--- src/rtl/nn_pkg.sv ---
// Shared definitions for the neural accelerator output stages.
// Provides the default datapath widths and the argmax FSM state encoding,
// so the RTL and any bench agree on the numeric state values.
package nn_pkg;

    localparam int NN_DATA_W = 8;
    localparam int NN_IDX_W  = 8;

    // SCAN: collecting a layer.  HOLD: presenting a finished result.
    typedef enum logic {
        ST_SCAN = 1'b0,
        ST_HOLD = 1'b1
    } state_t;

endpackage

--- src/rtl/argmax_cmp.sv ---
// Combinational signed compare-and-select for a running argmax.
// Ports:
//   cand_val / cand_idx : incoming value and its index
//   cur_max  / cur_idx  : running maximum and its index
//   first               : candidate is the first value of a layer; take it
//                         unconditionally
//   next_max / next_idx : updated maximum and index
// The comparison is strictly greater, so on a tie the earlier index stays.
module argmax_cmp #(
    parameter int DATA_W = 8,
    parameter int IDX_W  = 8
) (
    input  logic [DATA_W-1:0] cand_val,
    input  logic [IDX_W-1:0]  cand_idx,
    input  logic [DATA_W-1:0] cur_max,
    input  logic [IDX_W-1:0]  cur_idx,
    input  logic              first,
    output logic [DATA_W-1:0] next_max,
    output logic [IDX_W-1:0]  next_idx
);

    logic take;

    always_comb begin
        take = first || ($signed(cand_val) > $signed(cur_max));
        if (take) begin
            next_max = cand_val;
            next_idx = cand_idx;
        end else begin
            next_max = cur_max;
            next_idx = cur_idx;
        end
    end

endmodule

--- src/rtl/output_argmax.sv ---
// Final-layer classification stage: tracks the running signed maximum of a
// stream of neuron values and its index, then presents the winning class,
// score, beat count and overflow flag until the consumer takes them.
//
// Ports:
//   clk, reset          : clock; asynchronous active-high reset
//   in_data/in_valid/in_last/in_ready : input neuron stream
//   out_valid/out_ready : result handshake
//   class_idx, class_score, beat_count, overflow : registered result
//   fsm_state           : current FSM state, for observation
//
// Handshake: both ports use valid/ready. A transfer happens on a rising
// edge where valid and ready are both high; the producer keeps valid and its
// data stable until that edge, and ready never depends combinationally on
// valid. Here in_ready and out_valid are pure decodes of the state register.
module output_argmax
    import nn_pkg::*;
#(
    parameter int DATA_W = NN_DATA_W,
    parameter int IDX_W  = NN_IDX_W
) (
    input  logic              clk,
    input  logic              reset,
    input  logic [DATA_W-1:0] in_data,
    input  logic              in_valid,
    input  logic              in_last,
    output logic              in_ready,
    output logic              out_valid,
    input  logic              out_ready,
    output logic [IDX_W-1:0]  class_idx,
    output logic [DATA_W-1:0] class_score,
    output logic [IDX_W:0]    beat_count,
    output logic              overflow,
    output state_t            fsm_state
);

    // Counter saturates at 2^IDX_W, which needs one bit more than an index.
    localparam logic [IDX_W:0] CNT_FULL = {1'b1, {IDX_W{1'b0}}};
    localparam logic [IDX_W:0] CNT_ONE  = {{IDX_W{1'b0}}, 1'b1};

    state_t            state;
    state_t            state_nxt;
    logic [IDX_W:0]    cnt;
    logic [DATA_W-1:0] max_r;
    logic [IDX_W-1:0]  idx_r;
    logic              ovf_r;

    logic              accept;
    logic [DATA_W-1:0] cmp_max;
    logic [IDX_W-1:0]  cmp_idx;

    assign accept = in_valid && (state == ST_SCAN);

    argmax_cmp #(
        .DATA_W (DATA_W),
        .IDX_W  (IDX_W)
    ) u_cmp (
        .cand_val (in_data),
        .cand_idx (cnt[IDX_W-1:0]),
        .cur_max  (max_r),
        .cur_idx  (idx_r),
        .first    (cnt == '0),
        .next_max (cmp_max),
        .next_idx (cmp_idx)
    );

    always_ff @(posedge clk or posedge reset) begin
        if (reset) begin
            state <= ST_SCAN;
        end else begin
            state <= state_nxt;
        end
    end

    always_comb begin
        state_nxt = state;
        case (state)
            ST_SCAN: if (accept && in_last) state_nxt = ST_HOLD;
            ST_HOLD: if (out_ready)         state_nxt = ST_SCAN;
            default:                        state_nxt = ST_SCAN;
        endcase
    end

    always_ff @(posedge clk or posedge reset) begin
        if (reset) begin
            cnt   <= '0;
            max_r <= '0;
            idx_r <= '0;
            ovf_r <= 1'b0;
        end else if (state == ST_SCAN) begin
            if (accept) begin
                if (cnt == CNT_FULL) begin
                    // Beat beyond the layer capacity: flag it, keep the result.
                    ovf_r <= 1'b1;
                end else begin
                    max_r <= cmp_max;
                    idx_r <= cmp_idx;
                    cnt   <= cnt + CNT_ONE;
                end
            end
        end else if (out_ready) begin
            // max_r/idx_r are left alone; the first beat of the next layer
            // overwrites them because cnt is back at zero.
            cnt   <= '0;
            ovf_r <= 1'b0;
        end
    end

    assign in_ready    = (state == ST_SCAN);
    assign out_valid   = (state == ST_HOLD);
    assign class_idx   = idx_r;
    assign class_score = max_r;
    assign beat_count  = cnt;
    assign overflow    = ovf_r;
    assign fsm_state   = state;

endmodule
--- config.mk ---
export PLATFORM = sky130hd
export DESIGN_NAME = output_argmax
export DESIGN_NICKNAME = d
export VERILOG_FILES = /design/src/rtl/nn_pkg.sv /design/src/rtl/argmax_cmp.sv /design/src/rtl/output_argmax.sv
export SDC_FILE = /design/constraint.sdc
export NUM_CORES = 1
export LEC_CHECK = 0
export ABC_AREA = 1
export CAP_MARGIN = 10
export CELL_PAD_IN_SITES_DETAIL_PLACEMENT = 0
export CELL_PAD_IN_SITES_GLOBAL_PLACEMENT = 2
export CORE_ASPECT_RATIO = 0.5
export CORE_MARGIN = 8
export CORE_UTILIZATION = 24
export DETAILED_ROUTE_END_ITERATION = 7
export PLACE_DENSITY_LB_ADDON = 0.1
export SYNTH_ARGS = -nofsm -noshare
export SYNTH_HDL_FRONTEND = slang
export SYNTH_SLANG_ARGS = --single-unit
--- constraint.sdc ---
create_clock -name clk -period 1.69 [get_ports clk]
set_clock_uncertainty 0.2 [all_clocks]
set_input_delay 0.2535 -clock clk [delete_from_list [all_inputs] [get_ports clk]]
set_output_delay 0.2535 -clock clk [all_outputs]
set_load 0.02 [all_outputs]
==> impl_metrics.toml, run 1 <==
[grt]
grt_overflow_total = 0
grt_max_degree = 28
track_usage = 0.103
antenna_found_initial = 0
grt_pass1_vias = 1473
grt_pass1_wl_mm = 7.42

[setup_path]
cpMostUsedCell = "nand2_1"
crit_family = "simple AND/OR/NAND/NOR gates"
critPathCaptureType = "flip-flop"
crit_fanout = 8
cp_slowest_cell = "dfrtp_2"
critPathKind = "reg2reg"
start_kind = "flip-flop"
critPathRequiredTime_ps = 1650
worstPathCellList = "inv_1, ha_4, nand2_2, nor2_1, nor2_1, nand2_1, nand2_1, nand2_1, nand2_2, nand2_4, clkbuf_16, nand3_2, nand2_1"
slowest_delay_ps = 400
path_buf_inv = 2
worstPathArrival_ps = 1900

[logic_synthesis]
synth_area_leader_cell = "dfrtp_1"
seq_area_frac_synth = 0.446
synth_top_area_share = 0.446
avgSynthCellArea_sq_um = 7.81
ys_warn_count = 0
syn-num-nets = 217
ys_types = 22
syn_area_sq_mm = 0.00152
yosys-top-cells-area = "dfrtp_1, nand2_1, ha_1, nand3_1, inv_1"
ys_seq_elements = 27
netlist_instances = 194

[status]
status = "finished, violations left"
violations = "setup timing"

[timing]
worstMarginPinSlew_ps = 390
slew_headroom = 0.740
max_freq_mhz = 516
hold_violations = 0
rsz0062_at_grt = "yes"
setup_ws_ps = -248
period_minus_slack_ps = 1940
drv_slew = 0
setup_viol = 25
timing.final.crit_share = 1.15
tns_ps = -4750

[clock_tree]
clock-sinks = 27
clk_path_buf_depth = 2
cts_tree = "built"
cts-root-buf = "clkbuf_16"
clk_pin_slew_ps = 70
cts_hold_buffers = 0
clk_latency_ps = 270
cts_buffers = 3
htree_levels = 1

[layout]
num-nets-final = 293
drive_gt1_frac = 0.383
final_cell_area_sq_mm = 0.00264
mostFrequentLayoutCell = "nand2_1"
final_cell_mix = "nand2_1, dlygate4sd2_1, buf_4, inv_1, nand3_2"
syn2layout_area_growth_pct = 74.0
antenna_cells = 0

[power_and_ir_drop]
p_leak_nw = 1.42
cellPowerDensity_mw_per_mm2 = 1450
ir_worst_vdd_mv = 0.451

[drt]
drc = 0
wl_met1_mm = 2.32
vias_per_cell = 4.12
vias = 1470
post_drt_wl_per_cell_um = 13.8
top_layer = "met4"
wl_mm = 4.92
dr_wl_met3_um = 269
ant_nets = 0
drt_iter0_markers = 39
wl_met2_mm = 2.29
first_pass_iters = 4

[placement]
placed_area_sq_mm = 0.00229
post-dp-hpwl_mm = 3.21
io_buffers = 41
gp_congestion = 0.773

[job]
maxCapViolCount = 0

[die]
rows = 20
die_y_um = 72.2
core_sq_mm = 0.00608
start_util = 0.249
io_pins = 42
die-area_sq_mm = 0.00927
die_w_um = 128

[worst_hold_path]
hp-class = "in2reg"
## sequential cells by signal (all words and copies together) (netlist names)
signal       count
class_score      8
overflow         1
class_idx        8
fsm_state        1
beat_count       9
## metal layers
layer	vias to the layer above	GRT usage
li1	769	-
met1	670	0.129
met2	29	0.169
met3	2	0.0336
met4	0	0.0235
met5	-	0
## power breakdown
group | switching, mW | internal [mW] | leakage, nW
sequential | 0.106 | 0.836 | 0.339
clock | 0.247 | 0.323 | 0.0371
combinational | 1.27 | 1.05 | 1.05
## area by class of cell
cell class | instances | area, sq um
Tap cell | 88 | 110
Timing Repair inverter | 1 | 6.26
Inverter | 23 | 106
Clock buffer | 3 | 75.1
Clock inverter | 1 | 7.51
Fill cell | 641 | 3440
Sequential cell | 27 | 692
Multi-Input combinational cell | 141 | 981
Timing Repair Buffer | 73 | 658
## synth_stat cells
cell     number
nand2_4       2
nand2_2       1
nand4_1       3
ha_1         10
nand2_1      72
and3_1        1
inv_1        22
nor3_1        1
o21ai_0       5
nor4_2        1
a21o_1        1
xnor2_1       2
inv_2         1
xor2_1        2
buf_2         1
a21oi_1       4
dfrtp_1      27
buf_4         2
nor2_1       12
or2_2         1
nand3_1      21
buf_6         2
## through the flow
| step | worst slack (ps) | hold WS, ps | cells | util | power [mW] |
|---|---|---|---|---|---|
| 2_1_floorplan | -217 | 105 | 194 | - | 2.01 |
| 3_3_place_gp | -580 | 260 | 347 | 0.377 | 2.97 |
| 3_5_place_dp | -594 | 259 | 347 | 0.377 | 2.98 |
| 4_1_cts | -216 | 176 | 354 | 0.402 | 3.55 |
| 5_1_grt | -356 | 80.4 | 357 | 0.434 | 4.11 |
| 6_report | -248 | 59.9 | 357 | 0.434 | 3.82 |
## final timing paths
kind	depth (start not counted)	to	startpoint	slack (ps)
worst max register to register	13	class_score[4]	class_score[6]	-250
worst min-delay path	3	class_score[0]	in_data[0]	60
min in group asynchronous	3	overflow	reset	160
worst max-delay path	13	class_score[4]	class_score[6]	-250
worst min register to register	2	class_idx[1]	class_idx[1]	270
max in group asynchronous	3	beat_count[0]	reset	820
## timing repair
item,in CTS,in global routing
resized for setup,53,38
cloned,2,2
buffers inserted,1,1
endpoints found under the setup margin,51,29
pin swaps,8,29
## logic make-up (layout without fill, tap and decap cells)
group / Yosys count / in the layout / synth area share
XOR/XNOR: 4 / 4 / 0.0231
adder cells (fa/ha/maj): 10 / 10 / 0.0826
buffers and inverters: 28 / 101 / 0.0850
AND/OR/NAND/NOR: 115 / 117 / 0.329
AO/OA/AOI/OAI: 10 / 10 / 0.0347
flip-flops: 27 / 27 / 0.446
## worst reg2reg max path: cells and delay by family, from the launching register on
kind	cells	cell delay, ps
buf+inv	2	300
fa+ha+maj	1	210
simple gates	10	720
flops	1	400
Power figures use the tool's default switching activity.
==> inputs of run 2 (changes only) <==
Settings changed: ABC_AREA 1 to unset, CORE_MARGIN 8 to unset, CORE_UTILIZATION 24 to 27.
==> impl_metrics.toml, run 2 <==
[die]
rows = 18
io_pins = 42
core_sq_mm = 0.00504
start_util = 0.288
die_w_um = 106
die-area_sq_mm = 0.00570
die_y_um = 53.9

[logic_synthesis]
yosys-top-cells-area = "dfrtp_1, ha_1, mux2_2, a22o_2, mux2_4"
yosys-top-cells-count = "dfrtp_1, inv_1, ha_1, nand2_1"
avgSynthCellArea_sq_um = 11.5
seq_area_frac_synth = 0.465
syn_area_sq_mm = 0.00145
synthArstFlopShare = 1.00
synth_top_area_share = 0.465
ys_seq_elements = 27
synth_area_leader_cell = "dfrtp_1"
ys_types = 34
syn-num-nets = 149
synth_edf_count = 0
synth.most_common_cell = "dfrtp_1"
ys_warn_count = 0
netlist_instances = 126
synth_top_flop_cell = "dfrtp_1"

[setup_path]
crit_fanout = 5
critPathCaptureType = "flip-flop"
worstPathCellList = "inv_2, ha_4, a21o_1, a2111oi_4, nand2_2, o211ai_4, buf_6, mux2_4"
critPathKind = "reg2reg"
slowest_delay_ps = 420
worstPathArrival_ps = 2250
start_kind = "flip-flop"
critPathRequiredTime_ps = 1660
cp_slowest_cell = "dfrtp_2"

[grt]
grt_overflow_total = 0
grt_max_degree = 28
antenna_found_initial = 0
track_usage = 0.143
grt_pass1_wl_mm = 6.10
grt_pass1_vias = 1215

[clock_tree]
cts_buffers = 3
clk_latency_ps = 290
clk_pin_slew_ps = 110
cts_tree = "built"
htree_levels = 1
clock-sinks = 27
clk_path_buf_depth = 2
cts-root-buf = "clkbuf_8"

[timing]
tns_ps = -9260
setup_ws_ps = -588
worstMarginPinSlew_ps = 369
max_freq_mhz = 439
setup_viol = 20
hold_violations = 0
timing.final.crit_share = 1.35
slew_headroom = 0.754
period_minus_slack_ps = 2280
rsz0062_at_grt = "yes"
drv_slew = 0

[power_and_ir_drop]
cellPowerDensity_mw_per_mm2 = 1350
p_leak_nw = 1.25
ir_worst_vdd_mv = 0.460

[drt]
wl_mm = 4.00
first_pass_iters = 4
post_drt_wl_per_cell_um = 14.1
vias = 1256
vias_per_cell = 4.44
drc = 0
ant_nets = 0
drt_iter0_markers = 47

[layout]
syn2layout_area_growth_pct = 77.3
num-nets-final = 237
final_cell_mix = "buf_4, dlygate4sd2_1, dfrtp_1"
mostFrequentLayoutCell = "buf_4"
largest_reg_flops = 9
drive_gt1_frac = 0.502
antenna_cells = 0

[placement]
dp_slack_ps = -983
io_buffers = 41
post-dp-hpwl_mm = 2.68
gp_congestion = 0.708

[job]
maxCapViolCount = 0

[status]
status = "finished, violations left"
violations = "setup timing"

[worst_hold_path]
hp-class = "in2async"
## run 2: changes by cell type in the layout (fill, tap and decap cells not counted), sizes merged, moves of 4 or more
cell	change
buf	+15
clkdlybuf4s50	+6
mux2	+10
dlygate4sd2	-6
nand2	-66
nand3	-17
dlymetal6s2s	-5
clkdlybuf4s15	+4
inv	-11
a22o	+6
nor2	-8
## run 2: where the power goes
group	total, mW	leakage [nW]	switching [mW]	internal, mW
registers	0.929	0.344	0.105	0.825
clock network	0.398	0.0217	0.230	0.168
logic	2.15	0.887	1.01	1.14
total	3.48	1.25	1.35	2.13
## run 2: cells by family (layout without fill, tap and decap cells)
| group | Yosys count | in the layout | share of synthesized area |
|---|---|---|---|
| AO/OA/AOI/OAI | 29 | 29 | 0.172 |
| XOR/XNOR | 4 | 4 | 0.0241 |
| adder cells (fa/ha/maj) | 10 | 10 | 0.0861 |
| buffers and inverters | 16 | 103 | 0.0525 |
| flip-flops | 27 | 27 | 0.465 |
| multiplexers | 10 | 10 | 0.0879 |
| AND/OR/NAND/NOR | 30 | 30 | 0.112 |
## run 2: through the flow
stage	cell area [sq um]	total power, mW	instances	util	hold slack (ps)
after global placement	2200	2.71	267	0.437	266
after floorplan	1480	1.92	126	-	106
final	2570	3.48	283	0.510	131
after global routing	2570	3.72	283	0.510	158
after CTS	2390	3.26	277	0.474	164
after detailed placement	2200	2.74	267	0.437	282
## run 2: final cells by class
class	instances	area [sq um]
Timing Repair Buffer	86	752
Clock buffer	3	41.3
Inverter	13	48.8
Sequential cell	27	682
Fill cell	506	2470
Clock inverter	1	7.51
Tap cell	70	87.6
Multi-Input combinational cell	83	956
## run 2: final timing paths
kind | start | end | slack (ps) | cells past startpoint
worst min register to register | overflow | overflow | 280 | 2
max in group asynchronous | reset | class_score[5] | 860 | 3
worst max-delay path | class_score[5] | class_score[6] | -590 | 8
min in group clk | in_valid | overflow | 130 | 3
worst min-delay path | reset | beat_count[0] | 130 | 3
worst max register to register | class_score[5] | class_score[6] | -590 | 8
## run 2: routing by layer
| layer | wire [um] | global-route usage |
|---|---|---|
| met1 | 1930 | 0.191 |
| met5 | 0 | 0 |
| met2 | 1850 | 0.237 |
| met3 | 206 | 0.0400 |
| met4 | 21 | 0.0278 |
## run 2: what timing repair did
item                                    4_1_cts  5_1_grt
gates resized for setup                      60       35
buffers inserted                              6        8
hold buffers                                  0        0
endpoints found under the hold margin         0        0
cloned                                        0        0
pin swaps                                     9       21
endpoints found under the setup margin       50       33
## run 2: critical path: cells and delay by family (launching register included)
kind | cells | cell delay [ps]
AO/OA/AOI/OAI | 3 | 720
flip-flops | 1 | 420
multiplexers | 1 | 300
buffers and inverters | 2 | 230
adder cells (fa/ha/maj) | 1 | 190
AND/OR/NAND/NOR | 1 | 110
